--- src/rtl/ushift_pkg.sv ---
// ---------------------------------------------------------------------------
// ushift_pkg
// Shared definitions for the universal shift register: opcode width, opcode
// constants and the control state encoding.
// Build option: USHIFT_ABORT_EN (see ushift_reg_if.sv / ushift_reg.sv).
// ---------------------------------------------------------------------------
package ushift_pkg;

   localparam int OP_W = 3;

   typedef logic [OP_W-1:0] op_t;

   localparam op_t OP_NOP  = 3'b000;
   localparam op_t OP_LOAD = 3'b001;
   localparam op_t OP_SHR  = 3'b010;
   localparam op_t OP_SHL  = 3'b011;
   localparam op_t OP_SAR  = 3'b100;
   localparam op_t OP_ROR  = 3'b101;
   localparam op_t OP_ROL  = 3'b110;
   localparam op_t OP_CLR  = 3'b111;

   typedef enum logic {
      ST_IDLE  = 1'b0,
      ST_SHIFT = 1'b1
   } state_t;

endpackage

--- src/rtl/ushift_reg_if.sv ---
// ---------------------------------------------------------------------------
// ushift_reg_if
// Request/response bundle of the universal shift register.
//   master : drives start, op, amt, data_in, ser_in (and abort when
//            USHIFT_ABORT_EN is defined); observes data_out, b_out,
//            b_valid, busy, done.
//   slave  : the register side (ushift_reg).
// Build option: USHIFT_ABORT_EN adds the abort request line.
// ---------------------------------------------------------------------------
interface ushift_reg_if
   import ushift_pkg::*;
#(
   parameter int W     = 8,
   parameter int CNT_W = $clog2(W + 1)
) ();

   logic             start;
   op_t              op;
   logic [CNT_W-1:0] amt;
   logic [W-1:0]     data_in;
   logic             ser_in;
`ifdef USHIFT_ABORT_EN
   logic             abort;
`endif
   logic [W-1:0]     data_out;
   logic             b_out;
   logic             b_valid;
   logic             busy;
   logic             done;

`ifdef USHIFT_ABORT_EN
   modport master (
      output start, op, amt, data_in, ser_in, abort,
      input  data_out, b_out, b_valid, busy, done
   );
   modport slave (
      input  start, op, amt, data_in, ser_in, abort,
      output data_out, b_out, b_valid, busy, done
   );
`else
   modport master (
      output start, op, amt, data_in, ser_in,
      input  data_out, b_out, b_valid, busy, done
   );
   modport slave (
      input  start, op, amt, data_in, ser_in,
      output data_out, b_out, b_valid, busy, done
   );
`endif

endinterface

--- src/rtl/ushift_step.sv ---
// ---------------------------------------------------------------------------
// ushift_step
// Combinational single-bit step of the universal shift register.
//   op       : latched operation (only the shift/rotate codes move data)
//   value    : current register contents
//   ser_in   : fill bit for SHR (into MSB) and SHL (into LSB)
//   next     : register contents after one step
//   out_bit  : bit leaving the register on this step
// Non-shift codes pass the value through with out_bit = 0.
// ---------------------------------------------------------------------------
module ushift_step
   import ushift_pkg::*;
#(
   parameter int W = 8
) (
   input  op_t          op,
   input  logic [W-1:0] value,
   input  logic         ser_in,
   output logic [W-1:0] next,
   output logic         out_bit
);

   always_comb begin
      next    = value;
      out_bit = 1'b0;
      case (op)
         OP_SHR: begin
            next    = {ser_in, value[W-1:1]};
            out_bit = value[0];
         end
         OP_SHL: begin
            next    = {value[W-2:0], ser_in};
            out_bit = value[W-1];
         end
         OP_SAR: begin
            next    = {value[W-1], value[W-1:1]};
            out_bit = value[0];
         end
         OP_ROR: begin
            next    = {value[0], value[W-1:1]};
            out_bit = value[0];
         end
         OP_ROL: begin
            next    = {value[W-2:0], value[W-1]};
            out_bit = value[W-1];
         end
         default: begin
            next    = value;
            out_bit = 1'b0;
         end
      endcase
   end

endmodule

--- src/rtl/ushift_reg.sv ---
// ---------------------------------------------------------------------------
// ushift_reg
// Parametrised universal shift register with multi-cycle shift-by-N
// sequencing and a start/busy/done handshake.
//   clk  : rising-edge clock
//   rst  : asynchronous active-high reset, aborts any shift in progress
//   bus  : ushift_reg_if.slave (start/op/amt/data_in/ser_in in,
//          data_out/b_out/b_valid/busy/done out)
// Build option: USHIFT_ABORT_EN adds bus.abort, which ends a running shift
// on the next edge without taking a step.
// ---------------------------------------------------------------------------
module ushift_reg
   import ushift_pkg::*;
#(
   parameter int W     = 8,
   parameter int CNT_W = $clog2(W + 1)
) (
   input  logic        clk,
   input  logic        rst,
   ushift_reg_if.slave bus
);

   localparam logic [CNT_W-1:0] W_CNT = CNT_W'(W);
   localparam logic [CNT_W-1:0] ONE   = CNT_W'(1);

   state_t           state_q, state_d;
   logic [CNT_W-1:0] cnt_q, cnt_d;
   op_t              op_q, op_d;
   logic [W-1:0]     data_q, data_d;
   logic             b_q, b_d;
   logic             bv_q, bv_d;
   logic             done_q, done_d;

   logic [W-1:0]     step_next;
   logic             step_bit;
   logic             abort_req;

   // Shift counts above W are meaningless for a W-bit register; clamping to
   // W gives a full rotation or a full ser_in flush.
   function automatic logic [CNT_W-1:0] sat_amt(input logic [CNT_W-1:0] a);
      return (a > W_CNT) ? W_CNT : a;
   endfunction

`ifdef USHIFT_ABORT_EN
   assign abort_req = bus.abort;
`else
   assign abort_req = 1'b0;
`endif

   ushift_step #(.W(W)) u_step (
      .op      (op_q),
      .value   (data_q),
      .ser_in  (bus.ser_in),
      .next    (step_next),
      .out_bit (step_bit)
   );

   always_ff @(posedge clk or posedge rst) begin
      if (rst) begin
         state_q <= ST_IDLE;
         cnt_q   <= '0;
         op_q    <= OP_NOP;
         data_q  <= '0;
         b_q     <= 1'b0;
         bv_q    <= 1'b0;
         done_q  <= 1'b0;
      end else begin
         state_q <= state_d;
         cnt_q   <= cnt_d;
         op_q    <= op_d;
         data_q  <= data_d;
         b_q     <= b_d;
         bv_q    <= bv_d;
         done_q  <= done_d;
      end
   end

   always_comb begin
      state_d = state_q;
      cnt_d   = cnt_q;
      op_d    = op_q;
      data_d  = data_q;
      b_d     = b_q;
      bv_d    = bv_q;
      done_d  = 1'b0;

      case (state_q)
         ST_IDLE: begin
            if (bus.start) begin
               op_d = bus.op;
               case (bus.op)
                  OP_NOP: begin
                     done_d = 1'b1;
                  end
                  OP_LOAD: begin
                     data_d = bus.data_in;
                     b_d    = 1'b0;
                     bv_d   = 1'b0;
                     done_d = 1'b1;
                  end
                  OP_CLR: begin
                     data_d = '0;
                     b_d    = 1'b0;
                     bv_d   = 1'b0;
                     done_d = 1'b1;
                  end
                  default: begin
                     // A zero-length shift completes like a NOP.
                     if (bus.amt == '0) begin
                        done_d = 1'b1;
                     end else begin
                        cnt_d   = sat_amt(bus.amt);
                        state_d = ST_SHIFT;
                     end
                  end
               endcase
            end
         end

         ST_SHIFT: begin
            if (abort_req) begin
               // Abort wins over the pending step: data and bit-out hold.
               cnt_d   = '0;
               state_d = ST_IDLE;
               done_d  = 1'b1;
            end else begin
               data_d = step_next;
               b_d    = step_bit;
               bv_d   = 1'b1;
               cnt_d  = cnt_q - ONE;
               if (cnt_q == ONE) begin
                  state_d = ST_IDLE;
                  done_d  = 1'b1;
               end
            end
         end

         default: begin
            state_d = ST_IDLE;
         end
      endcase
   end

   assign bus.data_out = data_q;
   assign bus.b_out    = b_q;
   assign bus.b_valid  = bv_q;
   assign bus.busy     = (state_q == ST_SHIFT);
   assign bus.done     = done_q;

endmodule

--- src/flat_wrapper.sv ---
// flat-port wrapper written by rule: the top's interface ports become plain ports
module ushift_reg_flat import ushift_pkg::*;
#(
   parameter int W     = 8,
   parameter int CNT_W = $clog2(W + 1)
)
  (clk, rst, bus_start, bus_op, bus_amt, bus_data_in, bus_ser_in, bus_data_out, bus_b_out, bus_b_valid, bus_busy, bus_done);
  ushift_reg_if #(.W(W), .CNT_W(CNT_W)) bus_i ();
  input  logic clk;
  input  logic rst;
  input wire logic [$bits(bus_i.start)-1:0] bus_start;
  input wire logic [$bits(bus_i.op)-1:0] bus_op;
  input wire logic [$bits(bus_i.amt)-1:0] bus_amt;
  input wire logic [$bits(bus_i.data_in)-1:0] bus_data_in;
  input wire logic [$bits(bus_i.ser_in)-1:0] bus_ser_in;
  output wire logic [$bits(bus_i.data_out)-1:0] bus_data_out;
  output wire logic [$bits(bus_i.b_out)-1:0] bus_b_out;
  output wire logic [$bits(bus_i.b_valid)-1:0] bus_b_valid;
  output wire logic [$bits(bus_i.busy)-1:0] bus_busy;
  output wire logic [$bits(bus_i.done)-1:0] bus_done;
  assign bus_i.start = bus_start;
  assign bus_i.op = bus_op;
  assign bus_i.amt = bus_amt;
  assign bus_i.data_in = bus_data_in;
  assign bus_i.ser_in = bus_ser_in;
  assign bus_data_out = bus_i.data_out;
  assign bus_b_out = bus_i.b_out;
  assign bus_b_valid = bus_i.b_valid;
  assign bus_busy = bus_i.busy;
  assign bus_done = bus_i.done;
  ushift_reg #(.W(W), .CNT_W(CNT_W)) u_core (.clk(clk), .rst(rst), .bus(bus_i));
endmodule
--- config.mk ---
export PLATFORM = sky130hd
export DESIGN_NAME = ushift_reg_flat
export DESIGN_NICKNAME = d
export VERILOG_FILES = /design/src/rtl/ushift_pkg.sv /design/src/rtl/ushift_reg_if.sv /design/src/rtl/ushift_step.sv /design/src/rtl/ushift_reg.sv /design/src/flat_wrapper.sv
export SDC_FILE = /design/constraint.sdc
export NUM_CORES = 1
export LEC_CHECK = 0
export CORE_ASPECT_RATIO = 1.75
export CORE_UTILIZATION = 38
export DETAILED_ROUTE_END_ITERATION = 10
export PLACE_DENSITY_LB_ADDON = 0.2
export SLEW_MARGIN = 20
export SYNTH_ARGS = -nofsm -noshare
export SYNTH_HDL_FRONTEND = slang
export SYNTH_SLANG_ARGS = --single-unit
--- constraint.sdc ---
create_clock -name clk -period 2.3 [get_ports clk]
set_input_delay 0.46 -clock clk [delete_from_list [all_inputs] [get_ports clk]]
set_output_delay 0.46 -clock clk [all_outputs]
set_load 0.05 [all_outputs]
# Word-level counts from Yosys, hierarchy flattened
# Cells that the tools add are included.
# word_totals
ff_bits	19
inputBits	19
output_inout_bits	12
word_cells	62
# op_classes
add_sub_neg	1
n_lt_le_gt_ge	1
eq_ne	16
muxes	24
n_bitwise	1
reduce_logical	11
# ops
operator	count
8-bit one-hot mux with 5 select lines	1
8-bit one-hot mux with 2 select lines	2
4-bit two-way mux	4
3-bit equality test, second input constant	4
1-bit two-way mux	10
2-bit inequality test, second input constant	5
1-bit one-hot mux with 2 select lines	5
8-bit two-way mux	1
4-bit one-hot mux with 2 select lines	1
3-bit by 2-bit equality test with 1-bit output, second input constant	2
6-bit inequality test, second input constant	1
3-bit AND reduction	2
3-bit OR reduction	2
5-bit inequality test, second input constant	1
4-bit by 1-bit equality test with 1-bit output, second input constant	1
4-bit > comparator, second input constant	1
4-bit logical NOT	1
2-bit AND reduction	2
4-bit AND reduction	1
2-bit OR reduction	2
4-bit by 1-bit subtractor with 4-bit output, second input constant	1
3-bit by 1-bit equality test with 1-bit output, second input constant	1
3-bit logical NOT	1
3-bit inequality test, second input constant	1
1-bit inverter	1

# Logic depth before layout (Yosys ltp)
# logic_depth
word_depth	6
ltp_mapped	6
ltp_nobuf	4

# Hierarchy
# A second synthesis with hierarchy kept.
# hier_totals
cells_unflattened	129
area_unflattened_um2	1275.0
# modules_own_cells
mod	instances	cells_per_inst	area_each_um2	seq_area_each_um2
ushift_reg	1	78	914.6	475.5
ushift_step	1	51	360.3	0.0

# Worst setup path before layout
# No wires, ideal clock.
# synth_timing
path_type	reg-to-reg
from	register u_core.state_q, in the netlist u_core.bus.busy
to	register u_core.data_q[1], in the netlist u_core.bus.data_out[1]
setup_ns	0.126
arrival_ns	1.609
required_ns	2.174
path_slack_ns	0.565
path_stages_with_launch	6
path_buffers	1
period_less_slack_ns	1.735
path_cell_list	dfrtp_1 and3b_1 a22oi_4 buf_6 nor2_1 a221o_1
# synth_via
elab_chain_cells	3
word_cells_on_any_way	6
cone_classes	3 x eq/ne; 1 x mux; 1 x bitwise; 1 x reduce/logical
# synth_rtl
element	line_no	source
start: declaration	ushift_reg.sv:26	state_t state_q, state_d;
start signal: assignment	ushift_reg.sv:68	state_q <= state_d;
1-bit inverter (no source line)	n/a	
3-bit inequality test (no source line) / 2-bit inequality test (equally long branches)	n/a	
3-bit AND reduction (no source line)	n/a	
end signal: assignment	ushift_reg.sv:71	data_q <= data_d;
end: declaration	ushift_reg.sv:29	logic [W-1:0] data_q, data_d;
# Parallel ways exist; a longest one is shown, timed or not.
# A chain may end at the register's enable or synchronous reset.

# Final worst setup path
# layout_timing
from	register u_core.data_q[0], in the netlist u_core.bus.data_out[0]
to	output port bus_data_out[0]
# layout_rtl
element	line_no	source
end: declaration	flat_wrapper.sv:16	output wire logic [$bits(bus_i.data_out)-1:0] bus_data_out;
# No word-level cell between the ends.

==> flow_metrics.env <==
export IMPL_status="complete, no violations"
export IMPL_relSlewSlack_pct=54.3
export IMPL_setup_violations_final=0
export IMPL_clock_latency_ns=0.25
export IMPL_hold_viol=0
export IMPL_crit_buf_inv=1
export IMPL_postRouteAntennaNets=0
export IMPL_post_dp_hpwl_um=2460
export IMPL_core_area_um2=3210
export IMPL_hold_path_class="reg2reg"
export IMPL_worstMarginPinSlew_ns=0.686
export IMPL_rr_worst_depth=4
export IMPL_yosys_warnings=0
export IMPL_dr_pass1_iters=4
export IMPL_synth_edff_count=0
export IMPL_fin_total_pwr_mw=2.66
export IMPL_holdWs_ns=0.490
export IMPL_cts_tree="yes"
export IMPL_drt_total_wl_um=3240
export IMPL_cp_required_ns=1.84
export IMPL_post_place_cells=216
export IMPL_synthXorXnorAreaFrac_pct=2.01
export IMPL_synth_compound_area_share_pct=28.9
export IMPL_cts_root_buf="clkbuf_8"
export IMPL_final_cells=220
export IMPL_finalNetCount=199
export IMPL_syn_inst=148
export IMPL_path_delay_family="buffers and inverters"
export IMPL_grt_overflow=0
export IMPL_cp_max_fo=6
export IMPL_drive_gt1_share_pct=8.47
export IMPL_avgRoutedWirePerCell_um=14.7
export IMPL_clock_sink_count=19
export IMPL_rows=27
export IMPL_grt_antenna_before_repair=0
export IMPL_final_area_um2=1690
export IMPL_setup_tns_ns=0
export IMPL_cpPeakStageDelay_ns=0.83
export IMPL_setup_ws_ns=0.316
export IMPL_drv_slew=0
export IMPL_synth_area_leader_cell="dfrtp_1"
export IMPL_postSynth_asyncResetShare_pct=100
export IMPL_power_density_nw_per_um2=1570
export IMPL_hold_start="u_core.bus.b_valid"
export IMPL_via_count=1271
export IMPL_path_clk_slew_ns=0.07
export IMPL_min_to="u_core.bus.b_valid"
export IMPL_grt_pass1_wl_um=5440
export IMPL_synth_yosys_seq_area_share_pct=36.3
export IMPL_cts_setup_buffers=0
export IMPL_synth_top_family_by_area="compound AO/OA/AOI/OAI gates"
export IMPL_start_util_pct=40.8
export IMPL_ir_drop_mv=0.866
export IMPL_max_cap_violations=0
export IMPL_post_place_ws_ns=0.144
export IMPL_clock_path_buffers=2
export IMPL_portBuffers=30
export IMPL_grt_setup_unrepaired="no"
export IMPL_fmax_mhz=504
export IMPL_drtIter0Drc=32
export IMPL_endpoint_kind="output port"
export IMPL_r2r_setup_slack_ns=0.36
export IMPL_antenna_cells=0
export IMPL_htree_num_levels=1
export IMPL_synth_main_ff_cell="dfrtp_1"
export IMPL_grt_pass1_vias=1267
export IMPL_dpl_cell_area_um2=1640
export IMPL_synthSimpleGateAreaFrac_pct=22.8
export IMPL_synth_avg_cell_area_um2=8.84
export IMPL_finalCriticalPeriod_ns=1.98
export IMPL_leakagePower_nw=0.685
export IMPL_place_congestion=0.863
export IMPL_die_area_um2=3690
export IMPL_cp_num_cells=1
export IMPL_finalCritPeriodShare_pct=86.3
export IMPL_worstPathCellList="clkdlybuf4s50_1"
export IMPL_synth_fa_ha_area_share_pct=1.91
export IMPL_grt_start_max_net_pins=24
export IMPL_yosysTopAreaCellShare_pct=36.3
export IMPL_grt_total_usage_pct=19.8
export IMPL_r2r_end="u_core.bus.data_out[4]"
export IMPL_worstReg2RegStart="u_core.op_q[2]"
export IMPL_crit_path_top_delay_cell="clkdlybuf4s50_1"
export IMPL_syn_nets=169
export IMPL_die_w_um=46.4
export IMPL_vias_per_cell=5.78
export IMPL_cts_buffers=3
export IMPL_area_delta_synth_final_pct=29.1
export IMPL_holdBufCountCts=0
export IMPL_hold_path_depth=1
export IMPL_fin_util_pct=52.6
export IMPL_critPathLaunchType="register"
export IMPL_drc=0
export IMPL_clock_skew_final_ns=0.00267
export IMPL_path_class="reg2out"
export IMPL_cts_resized_gates=0
export IMPL_critPathArrivalTime_ns=1.52
export IMPL_die_h_um=79.6
export IMPL_synth_mux_area_share_pct=2.58
export IMPL_synthTopCellsByArea="dfrtp_1 36%, a221o_1 5.4%, nand2_1 4.9%, nor2b_1 4.3%, a21oi_1 2.7%"
export IMPL_ys_seq_elements=19
export IMPL_syn_cell_area_um2=1310
export IMPL_synth_distinct_cells=46
export IMPL_ioPinCount=31
[worst reg2reg max path: cells and delay by family (launching register included)]
family           cells  cell delay (ns)
AO/OA/AOI/OAI        2             0.51
flip-flops           1             0.79
AND/OR/NAND/NOR      2             0.52
[cell usage after synthesis (2+ instances only)]
| cell | instances |
|---|---|
| ha_1 | 2 |
| a21oi_1 | 7 |
| o211ai_1 | 3 |
| and3_1 | 5 |
| nor2_1 | 8 |
| dfrtp_1 | 19 |
| a221oi_1 | 2 |
| o21ai_0 | 4 |
| a31oi_1 | 3 |
| a211oi_1 | 3 |
| nor3_1 | 2 |
| a21o_1 | 2 |
| nor2b_1 | 9 |
| inv_1 | 6 |
| o22ai_1 | 5 |
| nand3_1 | 5 |
| xnor2_1 | 2 |
| a221o_1 | 7 |
| or3b_1 | 2 |
| buf_2 | 4 |
| nand2_1 | 17 |
| clkbuf_1 | 3 |
| mux2_2 | 2 |
| nand2b_1 | 4 |
[sequential cells by signal, summed over array words and instances (netlist names)]
name and cells:
u_core.bus.data_out 8, u_core.cnt_q 4, u_core.op_q 3, u_core.bus.b_out 1
u_core.bus.b_valid 1, u_core.bus.busy 1, u_core.bus.done 1
[power by group]
group          total [mW]  switching [mW]  leakage (nW)  internal, mW
sequential          0.785           0.282         0.224         0.503
combinational        1.64           0.915         0.438         0.729
clock               0.231           0.109        0.0228         0.123
total                2.66            1.31         0.685          1.35
[metal layers]
| layer | track usage (%) | up-vias | share of wire [%] |
|---|---|---|---|
| met2 | 36.1 | 29 | 57 |
| met1 | 21.3 | 623 | 38 |
| li1 | - | 613 | - |
| met4 | 7.35 | 0 | 1.6 |
| met5 | 0 | - | 0 |
| met3 | 2.71 | 6 | 2.9 |
[logic make-up (layout without fill, tap and decap cells)]
group	Yosys count	count (layout)
DFF	19	19
and+or+nand+nor	57	57
AOI/OAI and AO/OA	48	48
buffers and inverters	16	45
adders and majority gates	2	2
muxes	3	3
xor gates and xnor gates	3	3
[worst max path at each step]
| stage | start | end | slack (ns) |
|---|---|---|---|
| 2_1_floorplan | u_core.bus.busy | u_core.bus.data_out[1] | 0.57 |
| 3_3_place_gp | bus_amt[3] | u_core.cnt_q[0] | 0.20 |
| 3_5_place_dp | bus_op[1] | u_core.bus.data_out[1] | 0.14 |
| 4_1_cts | u_core.bus.data_out[0] | bus_data_out[0] | 0.30 |
| 5_1_grt | u_core.bus.data_out[0] | bus_data_out[0] | 0.25 |
| 6_report | u_core.bus.data_out[0] | bus_data_out[0] | 0.32 |
[cell usage in the layout (no fill, tap or decap), types with 2 or more instances in the layout]
master,Yosys,final
nor3_1,2,2
o211ai_1,3,3
dfrtp_1,19,19
o22ai_1,5,5
nor2_1,8,8
a221oi_1,2,2
and3_1,5,5
nor2b_1,9,9
a31oi_1,3,3
a221o_1,7,7
nand2_1,17,17
clkbuf_8,0,3
buf_4,0,5
a211oi_1,3,3
nand3_1,5,5
ha_1,2,2
a21o_1,2,2
a21oi_1,7,7
nand2b_1,4,4
inv_1,6,6
xnor2_1,2,2
o21ai_0,4,4
mux2_2,2,2
or3b_1,2,2
clkdlybuf4s50_1,0,29
[layout make-up]
class | instances | area (um2)
Clock buffer | 4 | 45.0
Fill cell | 330 | 1520
Inverter | 7 | 26.3
Multi-Input combinational cell | 113 | 761
Sequential cell | 19 | 475
Tap cell | 43 | 53.8
Timing Repair Buffer | 34 | 328
Note: power is estimated with default switching activity, not from simulation.
